`src/rtl/ghost_swarm_pkg.sv`:
```
// Shared encodings for the ghost swarm: movement directions, mode values, FSM state codes
// and the 16-bit wander LFSR.
package ghost_swarm_pkg;

   typedef enum logic [1:0] {
      DIR_U = 2'd0,
      DIR_D = 2'd1,
      DIR_L = 2'd2,
      DIR_R = 2'd3
   } dir_t;

   localparam logic MODE_CHASE  = 1'b0;
   localparam logic MODE_WANDER = 1'b1;

   localparam logic [1:0] ST_IDLE   = 2'd0;
   localparam logic [1:0] ST_SCAN   = 2'd1;
   localparam logic [1:0] ST_CAUGHT = 2'd2;

   // Fibonacci LFSR, taps for x^16 + x^14 + x^13 + x^11.
   function automatic logic [15:0] lfsr_next(input logic [15:0] s);
      return {s[14:0], s[15] ^ s[13] ^ s[12] ^ s[10]};
   endfunction

endpackage

```
`src/rtl/ghost_swarm_step.sv`:
```
// Combinational next position / next direction for one ghost; time-shared by ghost_swarm.
// Screen coordinates: UP decreases y, RIGHT increases x.
module ghost_swarm_step
   import ghost_swarm_pkg::*;
#(
   parameter int X_W   = 10,
   parameter int Y_W   = 9,
   parameter int X_MIN = 8,
   parameter int X_MAX = 631,
   parameter int Y_MIN = 8,
   parameter int Y_MAX = 471
) (
   input  logic [X_W-1:0] gx,
   input  logic [Y_W-1:0] gy,
   input  dir_t           dir,
   input  logic [X_W-1:0] pac_x,
   input  logic [Y_W-1:0] pac_y,
   input  logic           mode,
   input  logic [3:0]     rnd,
   output logic [X_W-1:0] nx,
   output logic [Y_W-1:0] ny,
   output dir_t           ndir
);

   localparam int D_W = (X_W > Y_W) ? X_W + 1 : Y_W + 1;

   logic signed [X_W:0] dx;
   logic signed [Y_W:0] dy;
   logic [X_W:0]        adx, tx;
   logic [Y_W:0]        ady, ty;
   logic                inc_x, dec_x, inc_y, dec_y, at_edge;

   always_comb begin
      // NOTE: every variable gets a default first so no path leaves one unassigned (no latches).
      inc_x   = 1'b0;
      dec_x   = 1'b0;
      inc_y   = 1'b0;
      dec_y   = 1'b0;
      at_edge = 1'b0;
      ndir    = dir;
      dx      = $signed({1'b0, pac_x}) - $signed({1'b0, gx});
      dy      = $signed({1'b0, pac_y}) - $signed({1'b0, gy});
      adx     = dx[X_W] ? (X_W+1)'(-dx) : (X_W+1)'(dx);
      ady     = dy[Y_W] ? (Y_W+1)'(-dy) : (Y_W+1)'(dy);

      if (mode == MODE_CHASE) begin
         if (adx == '0 && ady == '0) begin
            inc_x = 1'b0;
         end else if (D_W'(adx) >= D_W'(ady)) begin
            inc_x = ~dx[X_W];
            dec_x =  dx[X_W];
         end else begin
            inc_y = ~dy[Y_W];
            dec_y =  dy[Y_W];
         end
      end else begin
         case (dir)
            DIR_U:   at_edge = (gy <= Y_W'(Y_MIN));
            DIR_D:   at_edge = (gy >= Y_W'(Y_MAX));
            DIR_L:   at_edge = (gx <= X_W'(X_MIN));
            default: at_edge = (gx >= X_W'(X_MAX));
         endcase
         // A blocked or randomly re-rolled ghost turns in place this tick.
         if (at_edge || rnd[1:0] == 2'b00) begin
            ndir = dir_t'(rnd[3:2]);
         end else begin
            case (dir)
               DIR_U:   dec_y = 1'b1;
               DIR_D:   inc_y = 1'b1;
               DIR_L:   dec_x = 1'b1;
               default: inc_x = 1'b1;
            endcase
         end
      end

      tx = {1'b0, gx} + (X_W+1)'(inc_x) - (X_W+1)'(dec_x);
      ty = {1'b0, gy} + (Y_W+1)'(inc_y) - (Y_W+1)'(dec_y);
      if (tx > (X_W+1)'(X_MAX))      nx = X_W'(X_MAX);
      else if (tx < (X_W+1)'(X_MIN)) nx = X_W'(X_MIN);
      else                           nx = tx[X_W-1:0];
      if (ty > (Y_W+1)'(Y_MAX))      ny = Y_W'(Y_MAX);
      else if (ty < (Y_W+1)'(Y_MIN)) ny = Y_W'(Y_MIN);
      else                           ny = ty[Y_W-1:0];
   end

endmodule

```
`src/rtl/ghost_swarm.sv`:
```
// N_GHOST ghosts advanced one pixel per accepted tick through one shared step datapath
// (one ghost per clock), alternating chase/wander phases, with Pac-Man collision detection.
module ghost_swarm
   import ghost_swarm_pkg::*;
#(
   parameter int                     N_GHOST      = 4,
   parameter int                     X_W          = 10,
   parameter int                     Y_W          = 9,
   parameter logic [N_GHOST*X_W-1:0] INIT_X       = {10'd260, 10'd240, 10'd220, 10'd200},
   parameter logic [N_GHOST*Y_W-1:0] INIT_Y       = {4{9'd146}},
   parameter int                     X_MIN        = 8,
   parameter int                     X_MAX        = 631,
   parameter int                     Y_MIN        = 8,
   parameter int                     Y_MAX        = 471,
   parameter int                     HIT_R        = 8,
   parameter int                     CHASE_TICKS  = 240,
   parameter int                     WANDER_TICKS = 120,
   parameter logic [15:0]            LFSR_SEED    = 16'hACE1
) (
   input  logic                     clk,
   input  logic                     rst,
   input  logic                     tick,
   input  logic                     enable,
   input  logic                     restart,
   input  logic [X_W-1:0]           pac_x,
   input  logic [Y_W-1:0]           pac_y,
   output logic [N_GHOST*X_W-1:0]   ghost_x,
   output logic [N_GHOST*Y_W-1:0]   ghost_y,
   output logic                     mode,
   output logic                     busy,
   output logic                     hit,
   output logic [2:0]               hit_id,
   output logic                     caught,
   output logic                     overrun
);

   localparam int IDX_W  = (N_GHOST > 1) ? $clog2(N_GHOST) : 1;
   localparam int PH_MAX = (CHASE_TICKS > WANDER_TICKS) ? CHASE_TICKS : WANDER_TICKS;
   localparam int PH_W   = $clog2(PH_MAX + 1);

   logic [X_W-1:0]   gx_q [N_GHOST];
   logic [Y_W-1:0]   gy_q [N_GHOST];
   dir_t             dir_q [N_GHOST];
   logic [1:0]       state;
   logic [IDX_W-1:0] idx, chk_idx;
   logic             chk_vld, coll, accept;
   logic [PH_W-1:0]  phase, phase_inc, phase_lim;
   logic [15:0]      lfsr;
   logic [X_W-1:0]   nx, cx, adx;
   logic [Y_W-1:0]   ny, cy, ady;
   dir_t             ndir;

   ghost_swarm_step #(
      .X_W   (X_W),
      .Y_W   (Y_W),
      .X_MIN (X_MIN),
      .X_MAX (X_MAX),
      .Y_MIN (Y_MIN),
      .Y_MAX (Y_MAX)
   ) u_step (
      .gx    (gx_q[idx]),
      .gy    (gy_q[idx]),
      .dir   (dir_q[idx]),
      .pac_x (pac_x),
      .pac_y (pac_y),
      .mode  (mode),
      .rnd   (lfsr[3:0]),
      .nx    (nx),
      .ny    (ny),
      .ndir  (ndir)
   );

   // Collision is judged one cycle after a write, on the registered position of that ghost.
   assign cx        = gx_q[chk_idx];
   assign cy        = gy_q[chk_idx];
   assign adx       = (cx > pac_x) ? cx - pac_x : pac_x - cx;
   assign ady       = (cy > pac_y) ? cy - pac_y : pac_y - cy;
   assign coll      = chk_vld && (adx < X_W'(HIT_R)) && (ady < Y_W'(HIT_R));
   assign accept    = tick && enable && !caught && !coll && (state == ST_IDLE);
   assign phase_inc = phase + 1'b1;
   assign phase_lim = (mode == MODE_WANDER) ? PH_W'(WANDER_TICKS) : PH_W'(CHASE_TICKS);
   assign busy      = (state == ST_SCAN);

   always_comb begin
      for (int k = 0; k < N_GHOST; k++) begin
         ghost_x[k*X_W +: X_W] = gx_q[k];
         ghost_y[k*Y_W +: Y_W] = gy_q[k];
      end
   end

   // NOTE: sequential state uses non-blocking assignments so every register samples pre-edge values.
   always_ff @(posedge clk or negedge rst) begin
      if (!rst) begin
         // NOTE: the position array is game state with defined home values, so it is reset like any register.
         for (int k = 0; k < N_GHOST; k++) begin
            gx_q[k]  <= INIT_X[k*X_W +: X_W];
            gy_q[k]  <= INIT_Y[k*Y_W +: Y_W];
            dir_q[k] <= DIR_R;
         end
         state   <= ST_IDLE;
         idx     <= '0;
         chk_idx <= '0;
         chk_vld <= 1'b0;
         mode    <= MODE_CHASE;
         phase   <= '0;
         lfsr    <= LFSR_SEED;
         hit     <= 1'b0;
         hit_id  <= 3'd0;
         caught  <= 1'b0;
         overrun <= 1'b0;
      end else if (restart) begin
         for (int k = 0; k < N_GHOST; k++) begin
            gx_q[k]  <= INIT_X[k*X_W +: X_W];
            gy_q[k]  <= INIT_Y[k*Y_W +: Y_W];
            dir_q[k] <= DIR_R;
         end
         state   <= ST_IDLE;
         idx     <= '0;
         chk_idx <= '0;
         chk_vld <= 1'b0;
         mode    <= MODE_CHASE;
         phase   <= '0;
         lfsr    <= LFSR_SEED;
         hit     <= 1'b0;
         hit_id  <= 3'd0;
         caught  <= 1'b0;
         overrun <= 1'b0;
      end else begin
         hit     <= 1'b0;
         overrun <= tick && enable && (state == ST_SCAN);
         if (state == ST_SCAN) lfsr <= lfsr_next(lfsr);

         if (coll && state != ST_CAUGHT) begin
            state   <= ST_CAUGHT;
            chk_vld <= 1'b0;
            hit     <= 1'b1;
            hit_id  <= 3'(chk_idx);
            caught  <= 1'b1;
         end else begin
            case (state)
               ST_IDLE: begin
                  chk_vld <= 1'b0;
                  if (accept) begin
                     state <= ST_SCAN;
                     idx   <= '0;
                     if (phase_inc == phase_lim) begin
                        mode  <= ~mode;
                        phase <= '0;
                     end else begin
                        phase <= phase_inc;
                     end
                  end
               end
               ST_SCAN: begin
                  gx_q[idx]  <= nx;
                  gy_q[idx]  <= ny;
                  dir_q[idx] <= ndir;
                  chk_vld    <= 1'b1;
                  chk_idx    <= idx;
                  if (idx == IDX_W'(N_GHOST - 1)) state <= ST_IDLE;
                  else                            idx   <= idx + 1'b1;
               end
               default: chk_vld <= 1'b0;
            endcase
         end
      end
   end

endmodule
```
`config.mk`:
```
export PLATFORM = sky130hd
export DESIGN_NAME = ghost_swarm
export DESIGN_NICKNAME = d
export VERILOG_FILES = /design/src/rtl/ghost_swarm_pkg.sv /design/src/rtl/ghost_swarm_step.sv /design/src/rtl/ghost_swarm.sv
export SDC_FILE = /design/constraint.sdc
export NUM_CORES = 1
export LEC_CHECK = 0
export ABC_AREA = 1
export BUFFER_PORTS_ARGS = -buffer_cell sky130_fd_sc_hd__buf_2
export CAP_MARGIN = 25
export CORE_MARGIN = 2
export CORE_UTILIZATION = 62
export DETAILED_ROUTE_END_ITERATION = 10
export GPL_ROUTABILITY_DRIVEN = 0
export HOLD_SLACK_MARGIN = 0.03
export PLACE_DENSITY_LB_ADDON = 0.15
export SYNTH_ARGS = -nofsm -noshare
export SYNTH_HDL_FRONTEND = slang
export SYNTH_HIERARCHICAL = 1
export SYNTH_SLANG_ARGS = --single-unit
```
`constraint.sdc`:
```
create_clock -name clk -period 7.88 [get_ports clk]
set_clock_uncertainty 0.2 [all_clocks]
set_input_delay 0.788 -clock clk [delete_from_list [all_inputs] [get_ports clk]]
set_output_delay 0.788 -clock clk [all_outputs]
set_load 0.02 [all_outputs]
```
# After elaboration in Yosys (flattened, before gate mapping)
# Index checks and enable logic that the tools add are counted.
[totals]
reg_bits = 122
latch_bits = 0
ramBits = 0
romBits = 0
output_inout_bits = 84
n_memories = 0
[op_classes]
n_addsub = 14
mul = 0
div = 0
order_cmp = 16
eq_ne = 11
shift = 0
mux = 101
bitwise_logic = 8
n_reduce_logical = 31
[op_table]
columns = ["cell", "n"]
rows = [
  ["$mux W40", 3],
  ["$mux W36", 3],
  ["$mux W10", 9],
  ["$mux W8", 9],
  ["$mux W9", 8],
  ["$bmux W10 S2", 2],
  ["$bwmux W40", 1],
  ["$bmux W9 S2", 2],
  ["$bwmux W36", 1],
  ["$mux W1", 34],
  ["$mux W16", 2],
  ["$mux W2", 16],
  ["$demux W10 S2", 1],
  ["$lt A10 B4 Y1 const B", 2],
  ["$sub A10 B10 Y10", 2],
  ["$demux W9 S2", 1],
  ["$sub A9 B9 Y9", 2],
  ["$add A10 B1 Y11", 1],
  ["$ge A11 B10 Y1", 1],
  ["$gt A11 B10 Y1 const B", 1],
  ["$logic_not A11 Y1", 1],
  ["$lt A11 B4 Y1 const B", 1],
  ["$mux W11", 1],
  ["$neg A11 Y11", 1],
  ["46 further kinds", 76],
]

# Depth between registers and ports, before layout
[depth]
word_depth = 20
ltp_mapped = 54
ltp_nobuf = 52

# Cells and area by module
# Netlist, hierarchy kept.
[modules_own_cells]
columns = ["module", "n_inst", "cells_per_inst", "area_each_um2"]
rows = [
  ["ghost_swarm", 1, 1290, 8617.0],
  ["ghost_swarm_step", 1, 659, 3694.8],
]

# Least setup slack after synthesis
# Ideal clock, no wire load.
[synth_timing]
path_type = "register -> register"
start = "reg idx[0]"
end = "reg gx_q (netlist bit ghost_x[13])"
setup_ps = 60
arrival_time_ps = 6420
setup_slack_ps = 1200
stages_incl_launch_ff = 53
n_path_buf = 2
period_less_slack_ps = 6680
path_cell_list = "dfrtp_1 > clkbuf_1 > inv_1 > buf_1 > nor2_1 > o22ai_1 > ha_1 > inv_1 > fa_1 > inv_1 > ha_1 > inv_1 > nor2_1 > nand3_1 > nor2_2 > o21ai_0 > nand2_1 > inv_1 > (+17 left out) > inv_1 > ha_1 > fa_1 > a21oi_1 > o21ai_2 > a21oi_1 > o21ai_1 > xor2_1 > nor2_1 > nand2_1 > nand2_1 > a21oi_4 > inv_1 > a21oi_1 > inv_1 > o21ai_0 > nand2_1 > nand2_1"
[synth_via]
elab_chain_cells = 20
word_cells_on_any_way = 57
[synth_rtl]
columns = ["item", "line_no", "rtl"]
rows = [
  ["start, declared", "ghost_swarm.sv:45", "logic [IDX_W-1:0] idx, chk_idx;"],
  ["start signal, assigned", "ghost_swarm.sv:161", "else idx <= idx + 1'b1;"],
  ["$not A2 Y3 (not written as such) (*)", "ghost_swarm.sv:61, ghost_swarm.sv:62, ghost_swarm.sv:63", ""],
  ["$bmux W10 S2 or $bmux W9 S2 (tied branches)", "ghost_swarm.sv:61, ghost_swarm.sv:62", ""],
  ["$mux W10 (not written as such) or $mux W9 (tied branches) (2 in series)", "ghost_swarm.sv:61, ghost_swarm.sv:62", ""],
  ["$sub A10 B10 Y11 or $sub A9 B9 Y10 (tied branches)", "ghost_swarm_step.sv:41, ghost_swarm_step.sv:42", ""],
  ["$neg A11 Y11 or $neg A10 Y10 (tied branches)", "ghost_swarm_step.sv:43, ghost_swarm_step.sv:44", ""],
  ["$mux W11 or $mux W10 (tied branches)", "ghost_swarm_step.sv:43, ghost_swarm_step.sv:44", ""],
  ["$ge A11 B10 Y1 (tied with other cells)", "ghost_swarm_step.sv:49", "end else if (D_W'(adx) >= D_W'(ady)) begin"],
  ["$mux W1 or $logic_and A1 B1 Y1 (tied branches)", "ghost_swarm_step.sv:49, ghost_swarm_step.sv:47", ""],
  ["(+4 left out)", "--", ""],
  ["$lt A11 B4 Y1", "ghost_swarm_step.sv:79", "else if (tx < (X_W+1)'(X_MIN)) nx = X_W'(X_MIN);"],
  ["$mux W10", "ghost_swarm_step.sv:79", ""],
  ["$mux W10 (*)", "ghost_swarm_step.sv:78", "if (tx > (X_W+1)'(X_MAX)) nx = X_W'(X_MAX);"],
  ["via nx[3]", "ghost_swarm.sv:49", "logic [X_W-1:0] nx, cx, adx;"],
  ["$bwmux W40 (*)", "ghost_swarm.sv:155", "gx_q[idx] <= nx;"],
  ["$mux W40 (*)", "ghost_swarm.sv:140", "case (state)"],
  ["$mux W40 (*)", "ghost_swarm.sv:133", "if (coll && state != ST_CAUGHT) begin"],
  ["$mux W40 (*)", "ghost_swarm.sv:111", "end else if (restart) begin"],
  ["end signal, assigned by index", "ghost_swarm.sv:96", "gx_q[k] <= INIT_X[k*X_W +: X_W];"],
  ["end signal, assigned by index", "ghost_swarm.sv:113", "gx_q[k] <= INIT_X[k*X_W +: X_W];"],
  ["end signal, assigned by index", "ghost_swarm.sv:155", ""],
  ["end, declared", "ghost_swarm.sv:41", "logic [X_W-1:0] gx_q [N_GHOST];"],
]
# Mark *: on every way through the listed nets, which the timed path passes. The rest lies on a longest branch. The select of a mux whose other input is x is not followed.
# A chain may end at the register's enable or synchronous reset.

# Worst setup path in the final report
[layout_timing]
start = "reg idx[0]"
end = "reg gx_q (netlist bit ghost_x[17])"
# The elaborated chain is that of the path after synthesis.

==> metrics.txt <==
maximum buffer depth of the clock tree 2; Total GRT Usage roughly a third; clock latency on the worst-skew pair 0.41 ns; critical path's slowest cell fa_1; # Max-Cap Violations 0; share of flip-flops with an asynchronous set or reset 100%; Root Buffer clkbuf_16; Mapped Nets around 2100; CP dominant cell by count nand2_1; Inst Count DP 2274; CTS Buf Count 17; CTS sink cnt 121; Seq/Total Area, Yosys 25.0%; Layout Nets 2183; n_diodes 0; clock transition at the registers of the reported paths ~0.050 ns; largest net degree at the start of global routing 65; Post-synth top flop dfrtp_1; Die Ht 145 microns; final worst-path cycle share between 90% and 100%; layout cell share with drive strength beyond 1 13.2%; status complete, no violations; final hold slack ~0.24 ns; cells after synthesis 1949; commonest cells in the netlist nand2_1, inv_1, nand3_1, nor2_1, ha_1; dpl cell area 13000 sq um; CTS H-tree depth 4; R2R depth 51; Yosys top cell area share 20.6%; # rows 51; Worst Path Required 8.03 ns; Worst EP arrival 7.44 ns; DPL Wire Length roughly 28 mm; min cycle time layout 7.29 ns; Core Util, Final a little over two thirds; HP Class in2async; Setup Viol. Count Final 0; total gr overflow 0; # fillers approximately 1700; top cells by area, synth nand2_1, dfrtp_1, ha_1; Mean Syn Cell Area 6.32 sq um; initial antenna violation count 0; fin cells 2318; DRC viols 0; critical path endpoint category register; Crit Path Class reg2reg; startpoint types register; top-count cell post-synth nand2_1; fmax between 100 and 150 MHz; Detail Route Antenna Nets 0; Via Count 13400; DR pass1 iterations 6; num ports between 100 and 150; CP max stage delay 0.46 ns; Slew @ Worst Pin 1.06 ns; FF+latch count, synth between 100 and 150; Starting DRT DRC Count 1549; Core ar. 19500 sq um; cts hold-fix bufs 0; fin area 13700 sq um; Pwr Density 384 nW/um^2; DR WL/cell 16.1 microns; Post-Syn Area 12300 sq um; vias per cell 5.79; Synth area leader nand2_1; CP Max Fanout 28; CTS tree yes; Post-synth EDFFs 0; Die Wd about 140 microns; vias in the first global route 12200; Leakage 0.00778 uW; Synth warnings 6; IO buf count approximately 110; Max-slew headroom 29.3%; die area between 20000 and 25000 sq um; starting density of the core 63.3%; first-pass GRT wire length between 50 and 60 mm; pins over their slew limit 0; area grow syn2layout 11.3%; Yosys cell types 50; WL final 37.4 mm; final hold violations 0; setup tns final 0 ns; Worst VDD drop between 200 and 300 uV
final timing paths:
| check | startpoint | end | slack [ns] |
|---|---|---|---|
| min in group clk | dir_q[2] | dir_q[2] | 0.26 |
| max | idx[0] | ghost_x[17] | 0.59 |
| max in group asynchronous | rst | ghost_y[32] | 5.95 |
| max reg2reg | idx[0] | ghost_x[17] | 0.59 |
| min | rst | lfsr[14] | 0.24 |
| min reg2reg | dir_q[2] | dir_q[2] | 0.26 |
layout make-up:
| type | instances | area, sq um | area share, % |
|---|---|---|---|
| multi-input cells | 1491 | 7940 | 57.9 |
| flip-flops and latches | 121 | 3080 | 22.5 |
| inverters | 276 | 1040 | 7.58 |
| repair buffers | 133 | 778 | 5.68 |
| clock buffers | 23 | 458 | 3.34 |
| well taps | 265 | 332 | 2.42 |
| clock inverters | 9 | 77.6 | 0.566 |
report_power, final:
group	total (uW)	internal, uW	leakage (uW)	switching, uW
registers	878	756	0.00154	122
clock network	708	438	0.000257	270
logic	3670	1200	0.00598	2460
placed cells by master (no fill, tap or decap), drive strengths merged, types with 2 or more instances in the layout:
| cell | n |
|---|---|
| inv | 275 |
| nand2 | 695 |
| o21ai | 94 |
| nand3 | 171 |
| fa | 4 |
| nor3 | 10 |
| dfrtp | 79 |
| o21bai | 7 |
| a22oi | 6 |
| nand4 | 47 |
| o211ai | 2 |
| o22ai | 33 |
| nor2 | 168 |
| xnor2 | 4 |
| buf | 133 |
| a32oi | 17 |
| dfstp | 42 |
| clkinv | 6 |
| xor2 | 26 |
| clkinvlp | 3 |
| o21a | 2 |
| a21oi | 66 |
| clkbuf | 23 |
| nand3b | 11 |
| ha | 115 |
| or2 | 2 |
| nor4 | 3 |
critical path: cells and delay by family (launching register included):
family / cells / cell delay (ns)
adder cells (fa/ha/maj): 7 / 2.01
flip-flops: 1 / 0.40
buffers and inverters: 10 / 0.90
XOR/XNOR: 1 / 0.20
AO/OA/AOI/OAI: 11 / 1.56
AND/OR/NAND/NOR: 22 / 1.95
cell families (layout without fill, tap and decap cells):
group	after synthesis	count (layout)	synth area share, %
multiplexers	1	1	0.0813
AND/OR/NAND/NOR	1107	1107	38.3
AO/OA/AOI/OAI	233	233	11.0
adder cells (fa/ha/maj)	119	119	12.3
flip-flops	121	121	25.0
buffers and inverters	337	441	11.1
XOR/XNOR	30	30	2.13
other	1	1	0.0305
layer usage:
metal	GRT usage, %	routed length (microns)	vias to the layer above
met4	14.9	1500	0
met5	0	0	-
met2	54.2	16700	719
met3	6.45	3830	133
li1	-	-	6422
met1	45.6	15400	6136
metrics by stage:
step | setup WS, ns | total power [uW]
finish | 0.593 | 5260
global route | -0.0262 | 5720
CTS | 0.406 | 5030
detailed placement | 0.533 | 4290
global placement | 0.728 | 4220
floorplan | 1.20 | 3480
flip-flops by register name, summed over array words and instances (netlist names):
name     cells
phase        8
mode         1
ghost_y     36
hit          1
idx          2
lfsr        16
state        2
ghost_x     40
chk_vld      1
hit_id       2
dir_q        8
chk_idx      2
caught       1
overrun      1
repair_timing:
action                     4_1_cts  5_1_grt
buffers inserted                 0       10
resized for setup                0       18
setup endpoints to repair        0       60
(Power assumes the default switching activity.)
